## src/rtl/alu_multicycle_if.sv

```systemverilog
// Request/response bundle between the EX-stage controller and alu_multicycle.
interface alu_multicycle_if #(
  parameter int WIDTH = 32
);
  logic             start_i;
  logic [3:0]       ctrl_i;
  logic [WIDTH-1:0] src1_i;
  logic [WIDTH-1:0] src2_i;
  logic [WIDTH-1:0] result_o;
  logic [WIDTH-1:0] hi_o;
  logic [WIDTH-1:0] lo_o;
  logic             zero_o;
  logic             overflow_o;
  logic             div0_o;
  logic             busy_o;
  logic             done_o;

  modport master (
    output start_i, ctrl_i, src1_i, src2_i,
    input  result_o, hi_o, lo_o, zero_o, overflow_o, div0_o, busy_o, done_o
  );

  modport slave (
    input  start_i, ctrl_i, src1_i, src2_i,
    output result_o, hi_o, lo_o, zero_o, overflow_o, div0_o, busy_o, done_o
  );
endinterface

```

## src/rtl/alu_multicycle.sv

```systemverilog
// EX-stage ALU: registered single-cycle ops plus iterative shift-add MULTU
// and restoring DIVU that write the HI/LO pair after WIDTH cycles.
module alu_multicycle #(
  parameter int WIDTH = 32
) (
  input  logic              clk_i,
  input  logic              rst_n_i,
  alu_multicycle_if.slave   bus
);
  localparam int CW = $clog2(WIDTH);

  typedef enum logic [1:0] {S_IDLE, S_MUL, S_DIV} state_t;
  typedef enum logic [3:0] {
    OP_AND   = 4'b0000,
    OP_OR    = 4'b0001,
    OP_ADD   = 4'b0010,
    OP_SUB   = 4'b0110,
    OP_SLT   = 4'b0111,
    OP_NOR   = 4'b1100,
    OP_MULTU = 4'b1000,
    OP_DIVU  = 4'b1001
  } op_t;

  state_t           state_q, state_d;
  logic [CW-1:0]    cnt_q, cnt_d;
  logic [WIDTH-1:0] opa_q, opa_d;
  logic [WIDTH-1:0] wh_q, wh_d;
  logic [WIDTH-1:0] wl_q, wl_d;
  logic [WIDTH-1:0] result_q, result_d;
  logic [WIDTH-1:0] hi_q, hi_d;
  logic [WIDTH-1:0] lo_q, lo_d;
  logic             ovf_q, ovf_d;
  logic             div0_q, div0_d;
  logic             done_q, done_d;

  logic [WIDTH-1:0] sum, diff;
  logic [WIDTH:0]   mul_sum;
  logic [WIDTH:0]   div_shift;
  logic             div_ge;
  logic [WIDTH-1:0] div_rem;
  logic             last;

  always_comb begin
    sum  = bus.src1_i + bus.src2_i;
    diff = bus.src1_i - bus.src2_i;
    // Multiply: wh holds the running upper half, wl the unconsumed multiplier bits.
    mul_sum   = {1'b0, wh_q} + (wl_q[0] ? {1'b0, opa_q} : '0);
    // Divide: wh is the partial remainder, wl shifts dividend out and quotient in.
    div_shift = {wh_q, wl_q[WIDTH-1]};
    div_ge    = div_shift >= {1'b0, opa_q};
    div_rem   = div_ge ? WIDTH'(div_shift - {1'b0, opa_q}) : div_shift[WIDTH-1:0];
    last      = (cnt_q == CW'(WIDTH - 1));
  end

  always_comb begin
    state_d  = state_q;
    cnt_d    = cnt_q;
    opa_d    = opa_q;
    wh_d     = wh_q;
    wl_d     = wl_q;
    result_d = result_q;
    hi_d     = hi_q;
    lo_d     = lo_q;
    ovf_d    = ovf_q;
    div0_d   = div0_q;
    done_d   = 1'b0;

    unique case (state_q)
      S_IDLE: begin
        if (bus.start_i) begin
          case (bus.ctrl_i)
            OP_MULTU: begin
              state_d = S_MUL;
              cnt_d   = '0;
              opa_d   = bus.src1_i;
              wh_d    = '0;
              wl_d    = bus.src2_i;
            end
            OP_DIVU: begin
              state_d = S_DIV;
              cnt_d   = '0;
              opa_d   = bus.src2_i;
              wh_d    = '0;
              wl_d    = bus.src1_i;
            end
            OP_AND: begin result_d = bus.src1_i & bus.src2_i;    ovf_d = 1'b0; done_d = 1'b1; end
            OP_OR:  begin result_d = bus.src1_i | bus.src2_i;    ovf_d = 1'b0; done_d = 1'b1; end
            OP_NOR: begin result_d = ~(bus.src1_i | bus.src2_i); ovf_d = 1'b0; done_d = 1'b1; end
            OP_ADD: begin
              result_d = sum;
              ovf_d    = (bus.src1_i[WIDTH-1] == bus.src2_i[WIDTH-1]) &&
                         (sum[WIDTH-1] != bus.src1_i[WIDTH-1]);
              done_d   = 1'b1;
            end
            OP_SUB: begin
              result_d = diff;
              ovf_d    = (bus.src1_i[WIDTH-1] != bus.src2_i[WIDTH-1]) &&
                         (diff[WIDTH-1] != bus.src1_i[WIDTH-1]);
              done_d   = 1'b1;
            end
            OP_SLT: begin
              result_d = {{(WIDTH-1){1'b0}}, ($signed(bus.src1_i) < $signed(bus.src2_i))};
              ovf_d    = 1'b0;
              done_d   = 1'b1;
            end
            default: begin result_d = '0; ovf_d = 1'b0; done_d = 1'b1; end
          endcase
        end
      end

      S_MUL: begin
        wh_d  = mul_sum[WIDTH:1];
        wl_d  = {mul_sum[0], wl_q[WIDTH-1:1]};
        cnt_d = cnt_q + CW'(1);
        if (last) begin
          state_d  = S_IDLE;
          cnt_d    = '0;
          hi_d     = mul_sum[WIDTH:1];
          lo_d     = {mul_sum[0], wl_q[WIDTH-1:1]};
          result_d = {mul_sum[0], wl_q[WIDTH-1:1]};
          ovf_d    = 1'b0;
          done_d   = 1'b1;
        end
      end

      S_DIV: begin
        wh_d  = div_rem;
        wl_d  = {wl_q[WIDTH-2:0], div_ge};
        cnt_d = cnt_q + CW'(1);
        // A zero divisor always compares >=, so LO fills with ones and HI ends as A.
        if (last) begin
          state_d  = S_IDLE;
          cnt_d    = '0;
          hi_d     = div_rem;
          lo_d     = {wl_q[WIDTH-2:0], div_ge};
          result_d = {wl_q[WIDTH-2:0], div_ge};
          ovf_d    = 1'b0;
          div0_d   = (opa_q == '0);
          done_d   = 1'b1;
        end
      end

      default: state_d = S_IDLE;
    endcase
  end

  always_ff @(posedge clk_i or negedge rst_n_i) begin
    if (!rst_n_i) begin
      state_q  <= S_IDLE;
      cnt_q    <= '0;
      opa_q    <= '0;
      wh_q     <= '0;
      wl_q     <= '0;
      result_q <= '0;
      hi_q     <= '0;
      lo_q     <= '0;
      ovf_q    <= 1'b0;
      div0_q   <= 1'b0;
      done_q   <= 1'b0;
    end else begin
      state_q  <= state_d;
      cnt_q    <= cnt_d;
      opa_q    <= opa_d;
      wh_q     <= wh_d;
      wl_q     <= wl_d;
      result_q <= result_d;
      hi_q     <= hi_d;
      lo_q     <= lo_d;
      ovf_q    <= ovf_d;
      div0_q   <= div0_d;
      done_q   <= done_d;
    end
  end

  assign bus.result_o   = result_q;
  assign bus.hi_o       = hi_q;
  assign bus.lo_o       = lo_q;
  assign bus.zero_o     = (result_q == '0);
  assign bus.overflow_o = ovf_q;
  assign bus.div0_o     = div0_q;
  assign bus.busy_o     = (state_q != S_IDLE);
  assign bus.done_o     = done_q;
endmodule

```

## src/flat_wrapper.sv

```systemverilog
// flat-port wrapper written by rule: the top's interface ports become plain ports
module alu_multicycle_flat 
#(
  parameter int WIDTH = 32
)
  (clk_i, rst_n_i, bus_start_i, bus_ctrl_i, bus_src1_i, bus_src2_i, bus_result_o, bus_hi_o, bus_lo_o, bus_zero_o, bus_overflow_o, bus_div0_o, bus_busy_o, bus_done_o);
  alu_multicycle_if #(.WIDTH(WIDTH)) bus_i ();
  input  logic clk_i;
  input  logic rst_n_i;
  input wire logic [$bits(bus_i.start_i)-1:0] bus_start_i;
  input wire logic [$bits(bus_i.ctrl_i)-1:0] bus_ctrl_i;
  input wire logic [$bits(bus_i.src1_i)-1:0] bus_src1_i;
  input wire logic [$bits(bus_i.src2_i)-1:0] bus_src2_i;
  output wire logic [$bits(bus_i.result_o)-1:0] bus_result_o;
  output wire logic [$bits(bus_i.hi_o)-1:0] bus_hi_o;
  output wire logic [$bits(bus_i.lo_o)-1:0] bus_lo_o;
  output wire logic [$bits(bus_i.zero_o)-1:0] bus_zero_o;
  output wire logic [$bits(bus_i.overflow_o)-1:0] bus_overflow_o;
  output wire logic [$bits(bus_i.div0_o)-1:0] bus_div0_o;
  output wire logic [$bits(bus_i.busy_o)-1:0] bus_busy_o;
  output wire logic [$bits(bus_i.done_o)-1:0] bus_done_o;
  assign bus_i.start_i = bus_start_i;
  assign bus_i.ctrl_i = bus_ctrl_i;
  assign bus_i.src1_i = bus_src1_i;
  assign bus_i.src2_i = bus_src2_i;
  assign bus_result_o = bus_i.result_o;
  assign bus_hi_o = bus_i.hi_o;
  assign bus_lo_o = bus_i.lo_o;
  assign bus_zero_o = bus_i.zero_o;
  assign bus_overflow_o = bus_i.overflow_o;
  assign bus_div0_o = bus_i.div0_o;
  assign bus_busy_o = bus_i.busy_o;
  assign bus_done_o = bus_i.done_o;
  alu_multicycle #(.WIDTH(WIDTH)) u_core (.clk_i(clk_i), .rst_n_i(rst_n_i), .bus(bus_i));
endmodule
```

## config.mk

```make
export PLATFORM = sky130hd
export DESIGN_NAME = alu_multicycle_flat
export DESIGN_NICKNAME = d
export VERILOG_FILES = /design/src/rtl/alu_multicycle_if.sv /design/src/rtl/alu_multicycle.sv /design/src/flat_wrapper.sv
export SDC_FILE = /design/constraint.sdc
export NUM_CORES = 1
export LEC_CHECK = 0
export BUFFER_PORTS_ARGS = -buffer_cell sky130_fd_sc_hd__buf_4
export CORE_MARGIN = 10
export CORE_UTILIZATION = 35
export DETAILED_ROUTE_END_ITERATION = 8
export PLACE_DENSITY_LB_ADDON = 0.2
export REMOVE_ABC_BUFFERS = 1
export SLEW_MARGIN = 0
export SYNTH_ARGS = -nofsm -noshare
export SYNTH_HDL_FRONTEND = slang
export SYNTH_SLANG_ARGS = --single-unit
```

## constraint.sdc

```tcl
create_clock -name clk_i -period 4.8 [get_ports clk_i]
set_input_delay 0.48 -clock clk_i [delete_from_list [all_inputs] [get_ports clk_i]]
set_output_delay 0.48 -clock clk_i [all_outputs]
set_load 0.05 [all_outputs]
```

Word-level counts from Yosys, hierarchy flattened
Index checks and enable logic that the tools add are counted.

storage, ports and cells
  logic and storage cells = 98
  register bits after elaboration = 202
  input port bits = 71
  output and inout bits = 101

operators by class
  add/subtract/negate cells = 5
  multiplexer cells = 34
  bitwise gates (word level) = 3
  reductions and logical operators = 22
  order comparisons = 2
  eq/ne operators = 21

operator list
  cell                 number
  $mux 32              10
  $pmux 32 s3          3
  $pmux 32 s2          4
  $pmux 32 s7          1
  $logic_not 32->1     2
  $sub 32x32->32       2
  $add 32x32->33       1
  $ge 33x32->1         1
  $add 32x32->32       1
  $and 32x32->32       1
  $lt 32x32->1         1
  $not 32->32          1
  $or 32x32->32        1
  $reduce_and 3->1     6
  $mux 5               3
  $eq 4x4->1 const B   3
  $pmux 5 s2           1
  $eq 4x3->1 const B   2
  $pmux 2 s2           2
  $reduce_bool 2->1    4
  $ne 2x1->1 const B   3
  $ne 2x2->1 const B   3
  $add 5x1->5 const B  1
  $eq 5x5->1 const B   1
  other kinds (19)     29

Depth between registers and ports, before layout
  depth after elaboration = 6
  gate-level depth with buffers = 16
  mapped depth without buffers = 14

Worst setup path before layout
No wires, ideal clock.

  path type = flip-flop to flip-flop
  start point = register u_core.wl_q[0]
  end point = register u_core.hi_q[30], in the netlist u_core.bus.hi_o[30]
  setup slack = 1.530 ns
  clock period less this slack = 3.270 ns
  arrival = 3.129 ns
  buffers on the path = 1
  stages on the path, launching flop included = 15
  path through = dfrtp_1 > clkbuf_1 > nand2_1 > inv_1 > ha_1 > a211oi_1 > o21ai_0 > o311ai_0 > o21ai_0 > a31o_2 > a31oi_1 > o31ai_1 > a21oi_1 > xor2_1 > o221ai_1

on the way
  word-level cells in the longest chain between the ends = 4

ends and longest elaborated chain
  what                    RTL line               text
  start, declared         alu_multicycle.sv:28   logic [WIDTH-1:0] wl_q, wl_d;
  start signal, assigned  alu_multicycle.sv:165  wl_q <= wl_d;
  $mux 32                 alu_multicycle.sv:47   mul_sum = {1'b0, wh_q} + (wl_q[0] ? {1'b0, opa_q} : '0);
  $add 32x32->33          alu_multicycle.sv:47
  $mux 32                 alu_multicycle.sv:115  if (last) begin
  $pmux 32 s2             alu_multicycle.sv:68   unique case (state_q)
  end signal, assigned    alu_multicycle.sv:167  hi_q <= hi_d;
  end, declared           alu_multicycle.sv:30   logic [WIDTH-1:0] hi_q, hi_d;

Every way passes these cells. The select of a mux whose other input is x is not followed.
A chain may end at the register's enable or synchronous reset.

Final worst setup path
Same ends and word-level chain as after synthesis.

==> results by group <==
Timing
  – Setup Skew: 0.0109 ns
  – Minimum clock period: 4.16 ns
  – Hold Vio Cnt, Final: 0
  – Period Utilization, post-route: 86.6%
  – RSZ-0062 raised after global routing: no
  – Relative slew margins: 27.8%
  – Tightest Pin Transition: 1.08 ns
  – Pins Over Slew Limit: 0
  – Endpoints failing setup: 0
  – FMAX: 241 MHz
  – Post-route setup slack: 0.642 ns

Synth
  – Cell variety after synth: 78
  – Syn Area/Cell: 7.69 sq um
  – Sequential area share after synthesis: 27.5%
  – Post-synth top area share: 27.5%
  – Cell taking the most area after synthesis: dfrtp_1
  – Top post-synthesis cells by count: nand2_1, nor2_1, dfrtp_1, o21ai_0, a21oi_1
  – Ys Warns: 0
  – Number of flops mapped to enable cells by yosys: 0
  – Post-Syn Instances: 2,389
  – Yosys reg bits: 202
  – Synth top area cells: dfrtp_1, ha_1, nand2_1, o21ai_0, a21oi_1
  – Async SR Flop Fraction: 100%
  – Synth Flop Type: dfrtp_1
  – Netlist Area Pre-Place: 18,400 sq um
  – Cell with the most instances after synthesis: nand2_1

Global route
  – Total GRT Usage: 22.5%
  – Busiest grt layer: met2
  – Vias in the first global route: 18,094
  – M2 GR Usage: 36.4%
  – Largest net degree at the start of global routing: 124
  – Antenna violations before repair: 1
  – Grt met3 use: 3.58%
  – M1 GR Usage: 30.2%
  – Total congestion overflow: 0
  – First-pass GRT wire length: 112 mm

Power and ir drop
  – Int Pwr: 0.00561 W
  – P_sw: 0.00579 W
  – Clock Power Share: 18.2%
  – Logic pwr share: 55.8%
  – Leak: 9.86 nW
  – PwrDens: 537 nW/um^2
  – Seq pwr share: 26.0%
  – Peak VDD IR: 0.335 mV
  – Sw frac: 50.8%

Clock network
  – Worst-path clk slew: 0.06 ns
  – Root Buffer: clkbuf_16
  – Hold Buf Count CTS: 0
  – Number of post-CTS setup repair buffers: 0
  – TritonCTS Buffers: 26
  – Clock tree sinks: 202
  – CTS HTree Levels: 1
  – Resized Gates After CTS: 0
  – CTS tree: done
  – Clock Path Buffers: 3
  – Skew-Pair Late Insertion Delay: 0.56 ns

Placement
  – Routability Congestion: 0.967
  – Worst slack at placement: 0.661 ns
  – I/O Buffers: 171
  – Placement-stage cell area: 20,300 sq um
  – Post-DP HPWL: 55.7 mm

Critical path
  – Crit-path cells: nand2_1 > inv_1 > ha_1 > a211oi_1 > o21ai_0 > o311ai_0 > o21ai_0 > buf_4 > a31o_2 > a31oi_1 > o31ai_1 > a21oi_1 > xor2_1 > o221ai_1
  – Most Frequent Cell on Critical Path: o21ai_0
  – Reg2Reg Depth: 14
  – Critical path arrival: 4.57 ns
  – CP max FO: 15
  – Worst Path Required: 5.21 ns
  – Critical Path Sink Type: register
  – CP max-delay cell: o311ai_0
  – Type of origin of the critical path: register
  – CP Class: register to register
  – Worst path max stage delay: 0.60 ns

Floorplan
  – Core Footprint: 51,600 sq um
  – FP Rows: 83
  – Die Wd: 249 um
  – Die area: 62,000 sq um
  – Die H: 249 um
  – I/O Pins: 172
  – Starting Density: 35.6%

Min path
  – Worst hold path type: input port to async pin

Final layout
  – Area grow syn2layout: 15.6%
  – Share of cells above drive strength 1: 11.8%
  – Final instance area: 21,200 sq um
  – Final nets: 2,728

Flow run
  – Max-cap viol count: 0

Status
  – Status: complete, no violations

Drt
  – Vias: 18,448
  – DRC violations left: 0
  – Final ANT Viol Nets: 0
  – Routed wire length per instance: 23.2 um
  – Drt total wl: 73.9 mm
  – Iteration-0 DRC Markers: 1,416
  – Vias per cell: 5.79
  – Initial DRT Pass Iterations: 6
cell usage in the layout (no fill, tap or decap), types with 9 or more instances in the layout:
cell / n
nor2_1: 223
ha_1: 165
xnor2_1: 63
and2_1: 34
nand2_1: 368
a31oi_1: 72
dfrtp_1: 202
a41o_1: 9
a221oi_1: 29
a22oi_1: 12
o211ai_1: 29
o21ai_0: 193
and3_1: 14
a22o_1: 32
o21bai_1: 19
mux2i_1: 65
a21o_1: 30
inv_1: 143
nor4_1: 20
nand4_1: 15
nor3_1: 22
clkbuf_16: 27
a21boi_0: 10
o21a_1: 17
o221ai_1: 29
a21oi_1: 181
a211oi_1: 11
nand2b_1: 18
buf_4: 208
nand3_1: 38
nor2b_1: 14
xor2_1: 27
o31ai_1: 12
metrics by stage:
stage	util, %	power, W	instances	setup TNS [ns]	hold slack (ns)
6_report	41.1	0.0114	3186	0	0.0403
5_1_grt	41.1	0.0121	3185	0	0.113
4_1_cts	41.1	0.0114	3184	0	0.0801
3_5_place_dp	39.4	0.00925	3138	0	0.472
3_3_place_gp	39.4	0.00919	3138	0	0.460
2_1_floorplan	-	0.00683	2246	-69.56	0.184
sequential cells by signal, summed over array words and instances (netlist names):
register / cells
u_core.bus.div0_o: 1
u_core.bus.done_o: 1
u_core.bus.hi_o: 32
u_core.bus.lo_o: 32
u_core.bus.overflow_o: 1
u_core.bus.result_o: 32
u_core.cnt_q: 5
u_core.opa_q: 32
u_core.state_q: 2
u_core.wh_q: 32
u_core.wl_q: 32
final cells by class:
cell class	instances	area [sq um]
inverter	145	544
antenna	2	5.00
clock inverter	11	146
tap	680	851
fill	5320	30400
clock buffer	35	746
sequential	202	5050
multi-input combinational	1899	12300
timing repair buffer	212	1640
power groups by stage:
stage | Clock (W) | Sequential [W] | Combinational [W]
floorplan | 0 | 0.00305 | 0.00377
global placement | 0 | 0.00294 | 0.00625
detailed placement | 0 | 0.00296 | 0.00629
CTS | 0.00211 | 0.00293 | 0.00632
global route | 0.00217 | 0.00301 | 0.00693
finish | 0.00207 | 0.00296 | 0.00637
critical path: cells and delay by family, from the launching register on:
kind	cells	cell delay, ns
and+or+nand+nor	1	0.16
DFF	1	0.58
AOI/OAI and AO/OA	9	2.53
buffers and inverters	2	0.29
adders and majority gates	1	0.24
xor gates and xnor gates	1	0.20
worst paths after layout:
check | endpoint | slack [ns] | from
setup / recovery | u_core.bus.hi_o[30] | 0.64 | u_core.wl_q[0]
hold reg to reg | u_core.bus.lo_o[2] | 0.48 | u_core.bus.lo_o[2]
hold / removal | u_core.bus.hi_o[7] | 0.04 | rst_n_i
setup reg to reg | u_core.bus.hi_o[30] | 0.64 | u_core.wl_q[0]
min in group clk_i | u_core.opa_q[25] | 0.20 | bus_src2_i[25]
max in group asynchronous | u_core.bus.result_o[16] | 3.67 | rst_n_i
logic make-up after synthesis:
logic type | Yosys count | synth area share [%]
AO/OA/AOI/OAI | 774 | 27.5
AND/OR/NAND/NOR | 791 | 18.6
XOR/XNOR | 90 | 4.29
buffers and inverters | 288 | 6.25
adder cells (fa/ha/maj) | 171 | 11.8
flip-flops | 202 | 27.5
multiplexers | 73 | 4.03
routing by layer:
layer	wire length (um)	share of wire, %
met4	2250	3.0
met3	4910	6.6
met2	33700	46
met5	0	0
met1	33100	45
(Power assumes the default switching activity.)
